[config.mk]
export PLATFORM = sky130hd
export DESIGN_NAME = shift_pipe
export DESIGN_NICKNAME = d
export VERILOG_FILES = /design/src/rtl/shift_pkg.sv /design/src/rtl/shift_stage.sv /design/src/rtl/shift_pipe.sv
export SDC_FILE = /design/constraint.sdc
export NUM_CORES = 1
export LEC_CHECK = 0
export BUFFER_PORTS_ARGS = -buffer_cell sky130_fd_sc_hd__buf_2
export CORE_MARGIN = 5
export CORE_UTILIZATION = 50
export DETAILED_ROUTE_END_ITERATION = 10
export PLACE_DENSITY_LB_ADDON = 0.2
export SKIP_LAST_GASP = 1
export SLEW_MARGIN = 10
export SYNTH_ARGS = -nofsm -noshare
export SYNTH_HDL_FRONTEND = slang
export SYNTH_SLANG_ARGS = --single-unit
[constraint.sdc]
create_clock -name clk -period 1.9 [get_ports clk]
set_input_delay 0.19 -clock clk [delete_from_list [all_inputs] [get_ports clk]]
set_output_delay 0.19 -clock clk [all_outputs]
set_load 0.02 [all_outputs]
[src/rtl/shift_pkg.sv]
// Shared definitions for the pipelined ALU barrel shifter: mode encodings and per-stage control payload.
// Rotate-right support is enabled by defining SHIFT_PIPE_ROR_EN.
package shift_pkg;

  localparam logic [1:0] MODE_SLL = 2'b00;
  localparam logic [1:0] MODE_SRL = 2'b01;
  localparam logic [1:0] MODE_ROR = 2'b10;
  localparam logic [1:0] MODE_SRA = 2'b11;

  // Width-independent part of the stage payload; data, shamt and tag are
  // parameter-sized vectors and therefore live beside this struct.
  typedef struct packed {
    logic       valid;
    logic       enable;
    logic [1:0] mode;
    logic       sign;
  } stage_ctrl_t;

endpackage

[src/rtl/shift_stage.sv]
// One barrel-shifter stage: conditional shift by DIST followed by the payload register.
// ALUfun=10 rotates right when SHIFT_PIPE_ROR_EN is defined, otherwise it shifts arithmetically.
module shift_stage
  import shift_pkg::*;
#(
  parameter  int WIDTH = 32,
  parameter  int DIST  = 1,
  parameter  int TAG_W = 4,
  localparam int SHW   = $clog2(WIDTH)
) (
  input  logic             clk,
  input  logic             reset,
  input  logic             load,
  input  logic [WIDTH-1:0] in_data,
  input  logic [SHW-1:0]   in_shamt,
  input  logic [TAG_W-1:0] in_tag,
  input  stage_ctrl_t      in_ctrl,
  output logic [WIDTH-1:0] out_data,
  output logic [SHW-1:0]   out_shamt,
  output logic [TAG_W-1:0] out_tag,
  output stage_ctrl_t      out_ctrl
);

  localparam int K = $clog2(DIST);

  logic             do_shift;
  logic [WIDTH-1:0] shifted;

  logic [WIDTH-1:0] data_reg;
  logic [SHW-1:0]   shamt_reg;
  logic [TAG_W-1:0] tag_reg;
  stage_ctrl_t      ctrl_reg;

  assign do_shift = in_ctrl.enable & in_shamt[K];

  // Arithmetic fill uses the sign captured at acceptance, not the current MSB.
  always_comb begin
    shifted = in_data;
    if (do_shift) begin
      case (in_ctrl.mode)
        MODE_SLL: shifted = {in_data[WIDTH-1-DIST:0], {DIST{1'b0}}};
        MODE_SRL: shifted = {{DIST{1'b0}}, in_data[WIDTH-1:DIST]};
`ifdef SHIFT_PIPE_ROR_EN
        MODE_ROR: shifted = {in_data[DIST-1:0], in_data[WIDTH-1:DIST]};
        MODE_SRA: shifted = {{DIST{in_ctrl.sign}}, in_data[WIDTH-1:DIST]};
`else
        MODE_ROR,
        MODE_SRA: shifted = {{DIST{in_ctrl.sign}}, in_data[WIDTH-1:DIST]};
`endif
        default:  shifted = in_data;
      endcase
    end
  end

  always_ff @(posedge clk) begin
    if (reset) begin
      data_reg  <= '0;
      shamt_reg <= '0;
      tag_reg   <= '0;
      ctrl_reg  <= '0;
    end else if (load) begin
      data_reg  <= shifted;
      shamt_reg <= in_shamt;
      tag_reg   <= in_tag;
      ctrl_reg  <= in_ctrl;
    end
  end

  assign out_data  = data_reg;
  assign out_shamt = shamt_reg;
  assign out_tag   = tag_reg;
  assign out_ctrl  = ctrl_reg;

endmodule

[src/rtl/shift_pipe.sv]
// Pipelined logarithmic barrel shifter (SLL/SRL/SRA, optional ROR via SHIFT_PIPE_ROR_EN),
// one register stage per shift-amount bit, LSB distance first, with valid/ready handshakes.
module shift_pipe
  import shift_pkg::*;
#(
  parameter  int WIDTH = 32,
  parameter  int TAG_W = 4,
  localparam int SHW   = $clog2(WIDTH)
) (
  input  logic             clk,
  input  logic             reset,
  input  logic             in_valid,
  output logic             in_ready,
  input  logic [WIDTH-1:0] B,
  input  logic [SHW-1:0]   shamt,
  input  logic [1:0]       ALUfun,
  input  logic             enable,
  input  logic [TAG_W-1:0] in_tag,
  output logic             out_valid,
  input  logic             out_ready,
  output logic [WIDTH-1:0] y,
  output logic [TAG_W-1:0] out_tag
);

  // Index 0 is the accepted input; index gi+1 is the register of stage gi.
  logic [WIDTH-1:0] data_pipe  [0:SHW];
  logic [SHW-1:0]   shamt_pipe [0:SHW];
  logic [TAG_W-1:0] tag_pipe   [0:SHW];
  stage_ctrl_t      ctrl_pipe  [0:SHW];

  logic advance;
  logic unused_tail;

  // The whole pipe moves as one; bubbles are carried, never collapsed.
  assign advance  = out_ready | ~out_valid;
  assign in_ready = advance;

  assign data_pipe[0]  = B;
  assign shamt_pipe[0] = shamt;
  assign tag_pipe[0]   = in_tag;
  assign ctrl_pipe[0]  = '{valid: in_valid, enable: enable, mode: ALUfun, sign: B[WIDTH-1]};

  genvar gi;
  generate
    for (gi = 0; gi < SHW; gi++) begin : g_stage
      shift_stage #(
        .WIDTH (WIDTH),
        .DIST  (1 << gi),
        .TAG_W (TAG_W)
      ) u_stage (
        .clk       (clk),
        .reset     (reset),
        .load      (advance),
        .in_data   (data_pipe[gi]),
        .in_shamt  (shamt_pipe[gi]),
        .in_tag    (tag_pipe[gi]),
        .in_ctrl   (ctrl_pipe[gi]),
        .out_data  (data_pipe[gi+1]),
        .out_shamt (shamt_pipe[gi+1]),
        .out_tag   (tag_pipe[gi+1]),
        .out_ctrl  (ctrl_pipe[gi+1])
      );
    end
  endgenerate

  assign y         = data_pipe[SHW];
  assign out_tag   = tag_pipe[SHW];
  assign out_valid = ctrl_pipe[SHW].valid;

  // Control fields of the final stage have no consumer.
  assign unused_tail = ^{shamt_pipe[SHW], ctrl_pipe[SHW].enable,
                         ctrl_pipe[SHW].mode, ctrl_pipe[SHW].sign};

endmodule

==> out/results.md <==
- 0.51 ns — clk_lat worst skew
- 5.991 — Vias per Instance
- 0 — # setup viols final
- 109 — maximum number of pins on one net before global-route repair
- 9,424 — total via count in the routed design
- 0.7815 ns — pin slew with the least headroom to its limit
- 0.02387 mm^2 — die area
- 2.407 mW — NetSw
- 0 — hold violation total from the final report
- 0 — Max-cap violations
- 1,269 — Cells after Synth
- 0 — number of warnings printed during yosys synthesis
- 7 — number of search-and-repair iterations in the first detailed-routing pass
- 1 — CTS HTree Levels
- 23.53% — Switching Share
- 0.08337 ns — final setup margin
- 211 — Synth Register Bits
- 0% — fraction of the mapped netlist area in adder cells
- sky130_fd_sc_hd__clkbuf_16 — clock tree root driver cell
- 0 — number of design rule violations left after detail routing
- 21.72% — global router's overall resource usage
- 0.05 ns — clock slew seen by the registers of the worst setup and hold paths
- 0.004224 mm^2 — sequential standard cell area
- 0 — number of nets with antenna violations after routing
- sky130_fd_sc_hd__dfxtp_1 — most common cell after layout, fill and taps aside
- 40 — crit-path max FO
- 7.822 mW — internal power of the cells
- 27.27 mm — routed wire length
- 17.34 um — detail-routed net length per standard cell
- 1,317 — post-synth net total
- 86 — top-level I/O count
- 0% — multiplexer area fraction after synthesis
- 31 — unique cell type count in the Yosys netlist
- 8.226 um^2 — synthesized area per cell
- false — setup repair after global routing missed its margin
- complete, no violations — status
- 211 — TritonCTS Sinks
- output pin — Critical Path Sink Type
- 0 — Antenna diodes
- 852.9 mW/mm^2 — total power per unit cell area
- 95.61% — Final Cycle Share
- 44.5% — clock group share of total power
- 8,553 — number of global-route vias before repair
- 717 — detailed router's first-iteration violation count
- 29.03% — synthesized-area fraction occupied by ao, oa, aoi and oai cells
- 540.6 uV — maximum ir drop on the vdd rail
- 0 — antenna violations before repair
- 0.008473 ns — worst clock skew
- 47.87% — Rel. slew slack
- 0.32 ns — worst stage delay on the critical path
- 0 — number of synthesized flops with an enable pin
- 58.90% — post-layout utilization of the core
- 0 — fin. max-slew vios
- reg -> out — Worst Path Class, Setup
- 52 — standard-cell rows
- sky130_fd_sc_hd__dfxtp_1 — slowest stage cell on the critical path
- 44.69 mm — first-pass GRT wire length
- 154.5 um — die span in y
- 8.4% — combinational fraction of design power
- nor2b_4 -> clkinv_8 -> buf_12 -> buf_2 — crit-path cells
- compound AO/OA/AOI/OAI gates — combinational family with the most area after synthesis
- 0.5505 GHz — f_max
- 0 ns — final-layout setup total negative slack
- 40.47% — sequential-to-total area share from yosys stat
- 211 x sky130_fd_sc_hd__dfxtp_1, 166 x sky130_fd_sc_hd__nand2_1, 132 x sky130_fd_sc_hd__nor2_1, 100 x sky130_fd_sc_hd__a211oi_1, 84 x sky130_fd_sc_hd__buf_2 — most frequent cells in the layout
- 3 — Longest Clk Path Bufs
- 22.09% — simple-gate area share of the yosys netlist
- 1,835 — filler cell count
- 14.90% — area grow syn2layout
- 1.71 ns — WP data required
- 154.5 um — Die X-Extent
- sky130_fd_sc_hd__dfxtp_1 — predominant post-synthesis flop cell
- 47.1% — Flop pwr share
- 0.02036 mm^2 — Core Area
- 17.28 mm — half-perimeter wire length after placement
- 85 — buffers added on ports
- 0 — grt total ovfl
- 1.63 ns — endpoint arrival time on the critical path
- 0.8752 — last weighted congestion value of the routability-driven placer
- 0.3023 ns — worst slack, placed
- 0% — Synth async-reset ratio
- 4.518 nW — leakage power figure
- register — Setup crit start kind
- 12.66% — share of layout cells above drive strength 1
- in -> reg — worst min-delay path class
- 51.26% — starting utilization of the core area
- 1,338 — # nets final
- 0% — Post-Synth XOR/XNOR Area
- done — CTS tree
- 0.005346 mm^2 — total area of multi-input combinational cells
- 24 — Num CTS Buffers
- 0.01044 mm^2 — summed instance area of the synthesized netlist
- 1.817 ns — crit path time final
==> flip-flops by register name, indices dropped and copies added, names as in the netlist <==
name                       flops
g_stage.u_stage.out_ctrl      21
g_stage.u_stage.out_data     160
g_stage.u_stage.out_shamt     10
g_stage.u_stage.out_tag       20
==> per-stage QoR <==
stage          cells  power (mW)  instance area [um^2]  hold slack (ns)
2_1_floorplan   1269       5.422                 10440           0.3260
3_3_place_gp    1490       5.683                 10770           0.4362
3_5_place_dp    1490       5.695                 10770           0.4376
4_1_cts         1573       10.30                 11990         0.005776
5_1_grt         1573       10.63                 11990          0.02073
6_report        1573       10.23                 11990          0.02152
==> final timing paths <==
path,from,end,slack (ns),cells after the start
worst max register to register,g_stage[4].u_stage.out_ctrl[4]$_SDFFE_PP0P_,g_stage[4].u_stage.out_data[2]$_SDFFE_PP0P_,0.28,5
worst min register to register,g_stage[4].u_stage.out_tag[2]$_SDFFE_PP0P_,g_stage[4].u_stage.out_tag[2]$_SDFFE_PP0P_,0.45,2
worst min-delay path,reset,g_stage[4].u_stage.out_data[20]$_SDFFE_PP0P_,0.02,2
worst max-delay path,g_stage[4].u_stage.out_ctrl[4]$_SDFFE_PP0P_,in_ready,0.08,4
==> power groups by stage <==
stage          logic [mW]  clock network (mW)  registers, mW
6_report            0.862                4.55           4.82
2_1_floorplan       0.602                   0           4.82
4_1_cts             0.856                4.63           4.81
5_1_grt             0.951                4.84           4.84
3_5_place_dp        0.785                   0           4.91
3_3_place_gp        0.778                   0           4.91
==> worst max-delay path, delay by kind of cell (launching register included) <==
family / cells / cell delay, ns
buf+inv: 3 / 0.53
flops: 1 / 0.32
simple gates: 1 / 0.24
==> cell usage after synthesis (all sizes together), types with 29 or more instances <==
| master | n | area share, % |
|---|---|---|
| nand3b | 68 | 4.9 |
| nor3 | 29 | 1.4 |
| o311ai | 30 | 2.5 |
| a211oi | 100 | 7.2 |
| nand2 | 166 | 6.0 |
| dfxtp | 211 | 40 |
| a21oi | 82 | 3.9 |
| o31ai | 68 | 4.9 |
| nor2 | 133 | 4.8 |
| a21o | 30 | 2.2 |
| o21a | 40 | 2.9 |
| buf | 93 | 5.4 |
| a221oi | 59 | 5.0 |
| clkbuf | 81 | 2.9 |
| nor3b | 58 | 4.2 |
==> cells by family (layout without fill, tap and decap cells) <==
| family | after synthesis | count (layout) |
|---|---|---|
| flip-flops | 211 | 211 |
| AND/OR/NAND/NOR | 468 | 468 |
| AO/OA/AOI/OAI | 415 | 415 |
| buffers and inverters | 175 | 209 |
==> metal layers <==
layer	up-vias	share of wire [%]	wire length (um)	GRT usage, %
met3	42	4.9	1332	2.822
met4	0	2.0	534	5.299
met2	271	46	12590	35.15
met1	4437	47	12810	30.90
met5	-	0	0	0
li1	4674	-	-	-
==> timing repair <==
item                                   4_1_cts  5_1_grt
setup buffers                                1        0
gates resized for setup                      1        0
setup endpoints to repair                    1        0
endpoints found under the hold margin       44        0
hold buffers                                43        0
==> final cells by class <==
cell class	instances	share of cell area, %
well taps	270	2.817
clock inverters	5	0.6259
inverters	1	0.1356
flip-flops and latches	211	35.22
repair buffers	169	10.80
multi-input cells	883	44.58
clock buffers	34	5.831
Power figures use the tool's default switching activity.
